File: src/rtl/txt_pkg.sv
// Shared definitions for the text-mode colour stage.
//   - COL_W=8 colour field positions: R[7:5], G[4:2], B[1:0]
//   - pal_sel_e : palette select encoding (PAL_BAK=0, PAL_FOR=1)
//   - default_col(idx) : reset expansion of a 4-bit index to an 8-bit colour
package txt_pkg;

   localparam int unsigned R_MSB = 7;
   localparam int unsigned R_LSB = 5;
   localparam int unsigned G_MSB = 4;
   localparam int unsigned G_LSB = 2;
   localparam int unsigned B_MSB = 1;
   localparam int unsigned B_LSB = 0;

   typedef enum logic {
      PAL_BAK = 1'b0,
      PAL_FOR = 1'b1
   } pal_sel_e;

   // Bit-expansion colour map: index bit 3 acts as the intensity bit and is
   // replicated into the top of every colour field.
   function automatic logic [7:0] default_col(input logic [3:0] idx);
      logic [7:0] c;
      c = '0;
      c[R_MSB:R_LSB] = {idx[3], idx[2], idx[2]};
      c[G_MSB:G_LSB] = {idx[3], idx[1], idx[1]};
      c[B_MSB:B_LSB] = {idx[3], idx[0]};
      return c;
   endfunction

endpackage

File: src/rtl/txt_pal_ram.sv
// One CPU-writable colour palette.
//   clk_i, rst_i : pixel clock, synchronous active-high reset (restores defaults)
//   we_i         : write strobe; waddr_i / wdata_i give entry and colour
//   raddr_i      : read index; rdata_o is the registered read result
// A read of the entry being written in the same cycle returns the old value.
module txt_pal_ram
   import txt_pkg::*;
#(
   parameter int unsigned IDX_W = 4,
   parameter int unsigned COL_W = 8
) (
   input  logic             clk_i,
   input  logic             rst_i,
   input  logic             we_i,
   input  logic [IDX_W-1:0] waddr_i,
   input  logic [COL_W-1:0] wdata_i,
   input  logic [IDX_W-1:0] raddr_i,
   output logic [COL_W-1:0] rdata_o
);

   localparam int unsigned DEPTH = 2 ** IDX_W;

   // The bit-expansion map only exists for the 4-bit/8-bit geometry; any other
   // geometry resets to the index itself, zero-extended or truncated.
   function automatic logic [COL_W-1:0] reset_col(input int unsigned i);
      logic [3:0] i4;
      i4 = i[3:0];
      if (IDX_W == 4 && COL_W == 8) return COL_W'(default_col(i4));
      else                          return COL_W'(i);
   endfunction

   logic [COL_W-1:0] mem_q [DEPTH];
   logic [COL_W-1:0] rdata_q;

   always_ff @(posedge clk_i) begin
      if (rst_i) begin
         for (int unsigned i = 0; i < DEPTH; i++) mem_q[i] <= reset_col(i);
         rdata_q <= '0;
      end else begin
         if (we_i) mem_q[waddr_i] <= wdata_i;
         rdata_q <= mem_q[raddr_i];
      end
   end

   assign rdata_o = rdata_q;

endmodule

File: src/rtl/txt_palette.sv
// Pipelined text-mode colour stage: palette indices + glyph bit -> RGB word.
// Optional feature macro: TXT_PALETTE_BLINK_EN (attribute-driven blink).
//   clk, rst       : pixel clock, synchronous active-high reset
//   pix_valid      : qualifies for_en/col_for/col_bak/blank/blink_attr
//   for_en         : glyph pixel lit (foreground palette)
//   col_for/col_bak: foreground / background palette indices
//   blank          : outside active area, forces black
//   blink_attr     : character blinks (macro builds only)
//   frame_tick     : one pulse per frame (macro builds only)
//   pal_we/pal_sel/pal_addr/pal_data : palette write port
//   rgb, rgb_valid : registered colour and its qualifier, 2 cycles latency
module txt_palette
   import txt_pkg::*;
#(
   parameter int unsigned IDX_W        = 4,
   parameter int unsigned COL_W        = 8,
   parameter int unsigned BLINK_FRAMES = 32
) (
   input  logic             clk,
   input  logic             rst,
   input  logic             pix_valid,
   input  logic             for_en,
   input  logic [IDX_W-1:0] col_for,
   input  logic [IDX_W-1:0] col_bak,
   input  logic             blank,
   input  logic             blink_attr,
   input  logic             frame_tick,
   input  logic             pal_we,
   input  logic             pal_sel,
   input  logic [IDX_W-1:0] pal_addr,
   input  logic [COL_W-1:0] pal_data,
   output logic [COL_W-1:0] rgb,
   output logic             rgb_valid
);

   logic [COL_W-1:0] for_rd;
   logic [COL_W-1:0] bak_rd;
   logic             we_for;
   logic             we_bak;

   assign we_for = pal_we && (pal_sel_e'(pal_sel) == PAL_FOR);
   assign we_bak = pal_we && (pal_sel_e'(pal_sel) == PAL_BAK);

   // Stage 1: palette reads are registered inside the RAMs.
   txt_pal_ram #(.IDX_W(IDX_W), .COL_W(COL_W)) u_for_pal (
      .clk_i   (clk),
      .rst_i   (rst),
      .we_i    (we_for),
      .waddr_i (pal_addr),
      .wdata_i (pal_data),
      .raddr_i (col_for),
      .rdata_o (for_rd)
   );

   txt_pal_ram #(.IDX_W(IDX_W), .COL_W(COL_W)) u_bak_pal (
      .clk_i   (clk),
      .rst_i   (rst),
      .we_i    (we_bak),
      .waddr_i (pal_addr),
      .wdata_i (pal_data),
      .raddr_i (col_bak),
      .rdata_o (bak_rd)
   );

   logic supp_d;

`ifdef TXT_PALETTE_BLINK_EN
   localparam int unsigned CNT_W = (BLINK_FRAMES > 1) ? $clog2(BLINK_FRAMES) : 1;

   logic [CNT_W-1:0] blink_cnt_q;
   logic [CNT_W-1:0] blink_cnt_d;
   logic             blink_phase_q;
   logic             blink_phase_d;

   // Counts every frame_tick regardless of pix_valid.
   always_comb begin
      blink_cnt_d   = blink_cnt_q;
      blink_phase_d = blink_phase_q;
      if (frame_tick) begin
         if (blink_cnt_q == CNT_W'(BLINK_FRAMES - 1)) begin
            blink_cnt_d   = '0;
            blink_phase_d = ~blink_phase_q;
         end else begin
            blink_cnt_d = blink_cnt_q + 1'b1;
         end
      end
   end

   always_ff @(posedge clk) begin
      if (rst) begin
         blink_cnt_q   <= '0;
         blink_phase_q <= 1'b0;
      end else begin
         blink_cnt_q   <= blink_cnt_d;
         blink_phase_q <= blink_phase_d;
      end
   end

   // Suppression is resolved at acceptance, with the phase in force then.
   assign supp_d = blink_attr & blink_phase_q;
`else
   logic unused_blink;
   assign unused_blink = ^{blink_attr, frame_tick, (BLINK_FRAMES != 0)};
   assign supp_d       = 1'b0;
`endif

   // Stage 1 side-band registers, aligned with the RAM read data.
   logic s1_valid_q;
   logic s1_for_en_q;
   logic s1_blank_q;
   logic s1_supp_q;

   always_ff @(posedge clk) begin
      if (rst) begin
         s1_valid_q  <= 1'b0;
         s1_for_en_q <= 1'b0;
         s1_blank_q  <= 1'b0;
         s1_supp_q   <= 1'b0;
      end else begin
         s1_valid_q  <= pix_valid;
         s1_for_en_q <= for_en;
         s1_blank_q  <= blank;
         s1_supp_q   <= supp_d;
      end
   end

   // Stage 2: colour mux, registered to the pins.
   logic [COL_W-1:0] rgb_q;
   logic [COL_W-1:0] rgb_d;
   logic             rgb_valid_q;

   always_comb begin
      rgb_d = bak_rd;
      if (s1_blank_q)                     rgb_d = '0;
      else if (s1_for_en_q && !s1_supp_q) rgb_d = for_rd;
   end

   always_ff @(posedge clk) begin
      if (rst) begin
         rgb_q       <= '0;
         rgb_valid_q <= 1'b0;
      end else begin
         rgb_q       <= rgb_d;
         rgb_valid_q <= s1_valid_q;
      end
   end

   assign rgb       = rgb_q;
   assign rgb_valid = rgb_valid_q;

endmodule

File: config.mk
export PLATFORM = sky130hd
export DESIGN_NAME = txt_palette
export DESIGN_NICKNAME = d
export VERILOG_FILES = /design/src/rtl/txt_pkg.sv /design/src/rtl/txt_pal_ram.sv /design/src/rtl/txt_palette.sv
export SDC_FILE = /design/constraint.sdc
export NUM_CORES = 1
export LEC_CHECK = 0
export ABC_AREA = 1
export BUFFER_PORTS_ARGS = -buffer_cell sky130_fd_sc_hd__buf_4
export CAP_MARGIN = 20
export CORE_ASPECT_RATIO = 0.8
export CORE_MARGIN = 5
export CORE_UTILIZATION = 52
export CTS_CLUSTER_SIZE = 40
export DETAILED_ROUTE_END_ITERATION = 6
export PLACE_DENSITY = 0.68
export SLEW_MARGIN = 20
export SYNTH_ARGS = -nofsm -noshare
export SYNTH_HDL_FRONTEND = slang
export SYNTH_SLANG_ARGS = --single-unit
export TNS_END_PERCENT = 30
File: constraint.sdc
create_clock -name clk -period 1.9 [get_ports clk]
set_input_delay 0.19 -clock clk [delete_from_list [all_inputs] [get_ports clk]]
set_output_delay 0.19 -clock clk [all_outputs]
set_load 0.02 [all_outputs]
=== Word-level counts from Yosys, hierarchy flattened ===
Memory sizes are Yosys's and may differ from the RTL's. A register that Yosys moved wholly into a read port is not among the register bits.
Index checks and enable logic that the tools add are counted.

* Flip-flop bits (word level): 12
* Bits in latches: 0
* Memory bits (writable): 256
* ROM bits: 0
* Bits of input ports: 29
* Output and inout bits: 9
* Word-level logic and storage cells: 44
* Memories: 2

{| class="wikitable"
|+ Memories
! name !! depth !! bits a word !! read ports !! clocked after memory_dff !! wr ports !! RTL line !! RTL
|-
| u_bak_pal.mem_q || 16 || 8 || 1 || 1 || 16 || txt_pal_ram.sv:32 || <nowiki>logic [COL_W-1:0] mem_q [DEPTH];</nowiki>
|-
| u_for_pal.mem_q || 16 || 8 || 1 || 1 || 16 || txt_pal_ram.sv:32 ||
|}

* Add/subtract/negate cells: 0
* Multipliers: 0
* Divide/modulo/power cells: 0
* Magnitude comparators: 0
* Equality and inequality tests: 0
* Shift operators: 0
* Multiplexer cells: 31
* Bitwise gates (word level): 1
* Reduce and logical (&&, ||, !) cells: 5

{| class="wikitable"
|+ Operator list
! operator !! number
|-
| $mux 8 || 19
|-
| $reduce_or 8->1 || 2
|-
| $mux 1 || 10
|-
| $mux 4 || 2
|-
| $logic_and 1x1->1 || 2
|-
| $reduce_or 2->1 || 1
|-
| $not 1->1 || 1
|}

=== Longest topological paths before layout ===
* Depth after elaboration: 7
* Gate-level depth with buffers: 8
* Gate-level depth less buffers: 8

=== Hierarchy ===
Synthesis repeated with hierarchy kept, for this count alone.

* Cells, all modules: 1506
* Area, all modules: 13530.5 µm²

{| class="wikitable"
|+ Modules (own cells, without submodules)
! module !! times used !! cells an instance !! area an instance (µm²) !! sequential area each (µm²)
|-
| txt_pal_ram (u_bak_pal) || 1 || 720 || 6552.5 || 4003.8
|-
| txt_pal_ram (u_for_pal) || 1 || 719 || 6495.0 || 4003.8
|-
| txt_palette || 1 || 67 || 483.0 || 240.2
|}

=== Worst setup path after synthesis ===
OpenSTA, ideal clock, no wires.

* Kind: input port to flip-flop
* Start point: input port pal_sel
* End point: memory u_for_pal.mem_q[15][0], enable pin
* Setup time: 384 ps
* Data arrival time: 1300 ps
* Data required time: 1516 ps
* Setup slack: 216 ps
* Stages on the path: 5
* Path buffers: 1
* Cells stage by stage: inv_1 > nor3_2 > inv_2 > buf_4 > o21ai_0

{| class="wikitable"
|+ RTL lines
! item !! RTL line !! RTL
|-
| from (decl) || txt_palette.sv:29 || <nowiki>input logic pal_sel,</nowiki>
|-
| to (decl) || txt_pal_ram.sv:32 ||
|}

==> impl_metrics.env <==
export IMPL_synth_xor_area_share_pct=0
export IMPL_layout_nets=1572
export IMPL_powerDensity_nw_per_um2=941
export IMPL_worst_pin_slew_ns=0.540
export IMPL_worstPathMaxFanout=16
export IMPL_clockRootBuffer="clkbuf_16"
export IMPL_tritoncts_clock_tree="built"
export IMPL_maximum_vdd_drop_v=0.000681
export IMPL_final_layout_size_suffix_gt1_share_pct=10.0
export IMPL_clock_insertion_delay_at_the_later_pin_of_the_skew_report_ns=0.54
export IMPL_core_um2=25100
export IMPL_reg2reg_from="u_for_pal.mem_q[11][6]"
export IMPL_timing_critical_path_to_type="flop"
export IMPL_critPathKind="in2reg"
export IMPL_largest_family_of_logic_cells_by_synthesized_area="simple AND/OR/NAND/NOR gates"
export IMPL_grt_max_degree=65
export IMPL_regToRegEndpoint="u_for_pal.rdata_o[6]"
export IMPL_htreeDepth=1
export IMPL_cts_setup_buffers=0
export IMPL_antenna_found_initial=0
export IMPL_tritoncts_num_buffers=29
export IMPL_critical_path_required_ns=2.11
export IMPL_start_util_pct=52.3
export IMPL_worst_clock_skew_ns=0.00782
export IMPL_final_util_pct=59.6
export IMPL_rr_worst_depth=6
export IMPL_dpl_cells=1833
export IMPL_layout_cells_most_common_list="nand2_1 (562), edfxtp_1 (256), inv_1 (198)"
export IMPL_hold_path_startpoint="col_bak[3]"
export IMPL_timing_reg2reg_setup_slack_ns=0.80
export IMPL_io_buffer_count=35
export IMPL_mappedNetlistNets=1531
export IMPL_antenna_violating_nets_post_route=0
export IMPL_detailedRoute_firstIterationViolations=1075
export IMPL_status="finished, final reports clean"
export IMPL_yosys_area_share_adder_pct=0
export IMPL_place_congestion=0.883
export IMPL_synth_warnings=0
export IMPL_area_grow_syn2layout_pct=13.9
export IMPL_finalWorstPathRequiredPeriod_ns=1.32
export IMPL_grt_pass1_wl_um=50300
export IMPL_slew_headroom_pct=63.9
export IMPL_ys_seq_elements=284
export IMPL_drt_pre_antenna_iters=6
export IMPL_wirelength_um=32100
export IMPL_syn_cell_area_um2=13100
export IMPL_synth_simple_gate_area_share_pct=27.9
export IMPL_die_width_um=188
export IMPL_ios=38
export IMPL_postSynthCellCount=1502
export IMPL_syn_avg_cell_area_um2=8.75
export IMPL_clock_slew_at_the_register_clock_pins_of_the_worst_setup_and_hold_paths_ns=0.06
export IMPL_setup_total_negative_slack_ns=0
export IMPL_route_vias_total=9778
export IMPL_postPlaceCellArea_um2=14000
export IMPL_count_of_antenna_diodes_in_the_layout=0
export IMPL_grt_total_usage_pct=22.2
export IMPL_route_detailed_vias_per_inst=5.18
export IMPL_preCtsSetupSlack_ns=0.0211
export IMPL_ys_seq_area_share_pct=62.8
export IMPL_synth_distinct_cells=17
export IMPL_cts_root_to_sink_buffers=3
export IMPL_clock_sinks=284
export IMPL_maxSlewViolCount=0
export IMPL_synth_compound_area_share_pct=0.991
export IMPL_min_period_over_period_pct=69.3
export IMPL_drt_wirelength_per_cell_um=17.0
export IMPL_stdcell_count=1889
export IMPL_static_leakage_nw=6.42
export IMPL_setup_viol=0
export IMPL_grt_remaining_overflow=0
export IMPL_layout_cells_most_common="nand2_1"
export IMPL_worstPathArrival_ns=1.53
export IMPL_hold_path_class="in2reg"
export IMPL_cp_endpoint="u_bak_pal.mem_q[12][6]"
export IMPL_minimum_hold_slack_ns=0.0637
export IMPL_hold_viol_final=0
export IMPL_post_route_worst_setup_slack_ns=0.582
export IMPL_placement_rows=52
export IMPL_report_power_total_mw=14.1
export IMPL_dp_final_hpwl_um=20500
export IMPL_rsz0062_at_grt="no"
export IMPL_vias_in_the_first_global_route=9243
export IMPL_post_route_cell_area_um2=15000
export IMPL_worstSetupStartpoint="rst"
export IMPL_die_h_um=152
export IMPL_max_freq_mhz=759
export IMPL_fp_dieArea_um2=28600
export IMPL_drc=0
export IMPL_worst_setup_path_start_kind="input pin"
export IMPL_proportion_of_synthesized_area_in_mux_cells_pct=0
export IMPL_max_cap_violations=0
-- worst min-delay path by stage --
| stage | cells past startpoint | slack [ns] | endpoint |
|---|---|---|---|
| CTS | 3 | 0.04 | u_for_pal.rdata_o[7] |
| floorplan | 2 | 0.30 | s1_blank_q |
| global placement | 3 | 0.40 | s1_valid_q |
| finish | 3 | 0.06 | u_bak_pal.rdata_o[5] |
| global route | 3 | 0.07 | u_bak_pal.rdata_o[5] |
| detailed placement | 3 | 0.40 | s1_blank_q |
-- kinds of logic (layout without fill, tap and decap cells) --
logic type,Yosys count,after routing
simple gates,908,908
flops,284,284
buf+inv,284,347
compound gates,26,26
-- cell type report --
cell class / count / area [um^2]
clock buffer: 37 / 827
clock inverter: 16 / 130
fill: 2131 / 10100
inverter: 203 / 762
multi-input combinational: 934 / 3790
sequential: 284 / 8250
tap: 324 / 405
timing repair buffer: 91 / 803
-- cells in the mapped netlist --
| cell | n | share of area (%) |
|---|---|---|
| nand2_1 | 562 | 16 |
| edfxtp_1 | 256 | 59 |
| inv_1 | 198 | 5.7 |
| nor2_1 | 168 | 4.8 |
| nand3_1 | 162 | 6.2 |
| clkbuf_1 | 58 | 1.7 |
| dfxtp_1 | 28 | 4.3 |
| a21oi_1 | 24 | 0.91 |
| buf_2 | 18 | 0.69 |
| nor2_2 | 13 | 0.62 |
| inv_2 | 5 | 0.14 |
| buf_1 | 3 | 0.086 |
| nor3_2 | 2 | 0.15 |
| o21ai_0 | 2 | 0.076 |
| buf_4 | 1 | 0.057 |
| buf_6 | 1 | 0.086 |
| or2_2 | 1 | 0.048 |
-- power breakdown --
part           internal (mW)  leakage (nW)  switching (mW)
combinational          0.351          3.20           0.853
clock                   3.33         0.485            2.31
sequential              7.14          2.74           0.103
total                   10.8          6.42            3.26
-- metal layers --
layer	track usage, %	routed length [um]	up-vias
met1	33.9	14500	4509
met2	33.2	14100	409
met3	3.80	2770	65
met4	6.04	826	0
li1	-	-	4795
met5	0	0	-
-- flip-flops by register name, indices dropped and copies added (netlist names) --
signal,flops
s1_blank_q,1
s1_for_en_q,1
rgb,8
u_for_pal.rdata_o,8
u_bak_pal.rdata_o,8
u_for_pal.mem_q,128
rgb_valid,1
u_bak_pal.mem_q,128
s1_valid_q,1
-- worst max-delay path, stage by stage --
cell and delay (ns):
buf_4 0.14, nor3_2 0.24, inv_2 0.24, nor2_2 0.32, inv_1 0.13, nand2_1 0.27
-- repair_timing --
| item | in CTS | in global routing |
|---|---|---|
| endpoints found under the hold margin | 3 | 0 |
| hold buffers | 3 | 0 |
| resized for setup | 0 | 0 |
Power figures use the tool's default switching activity.
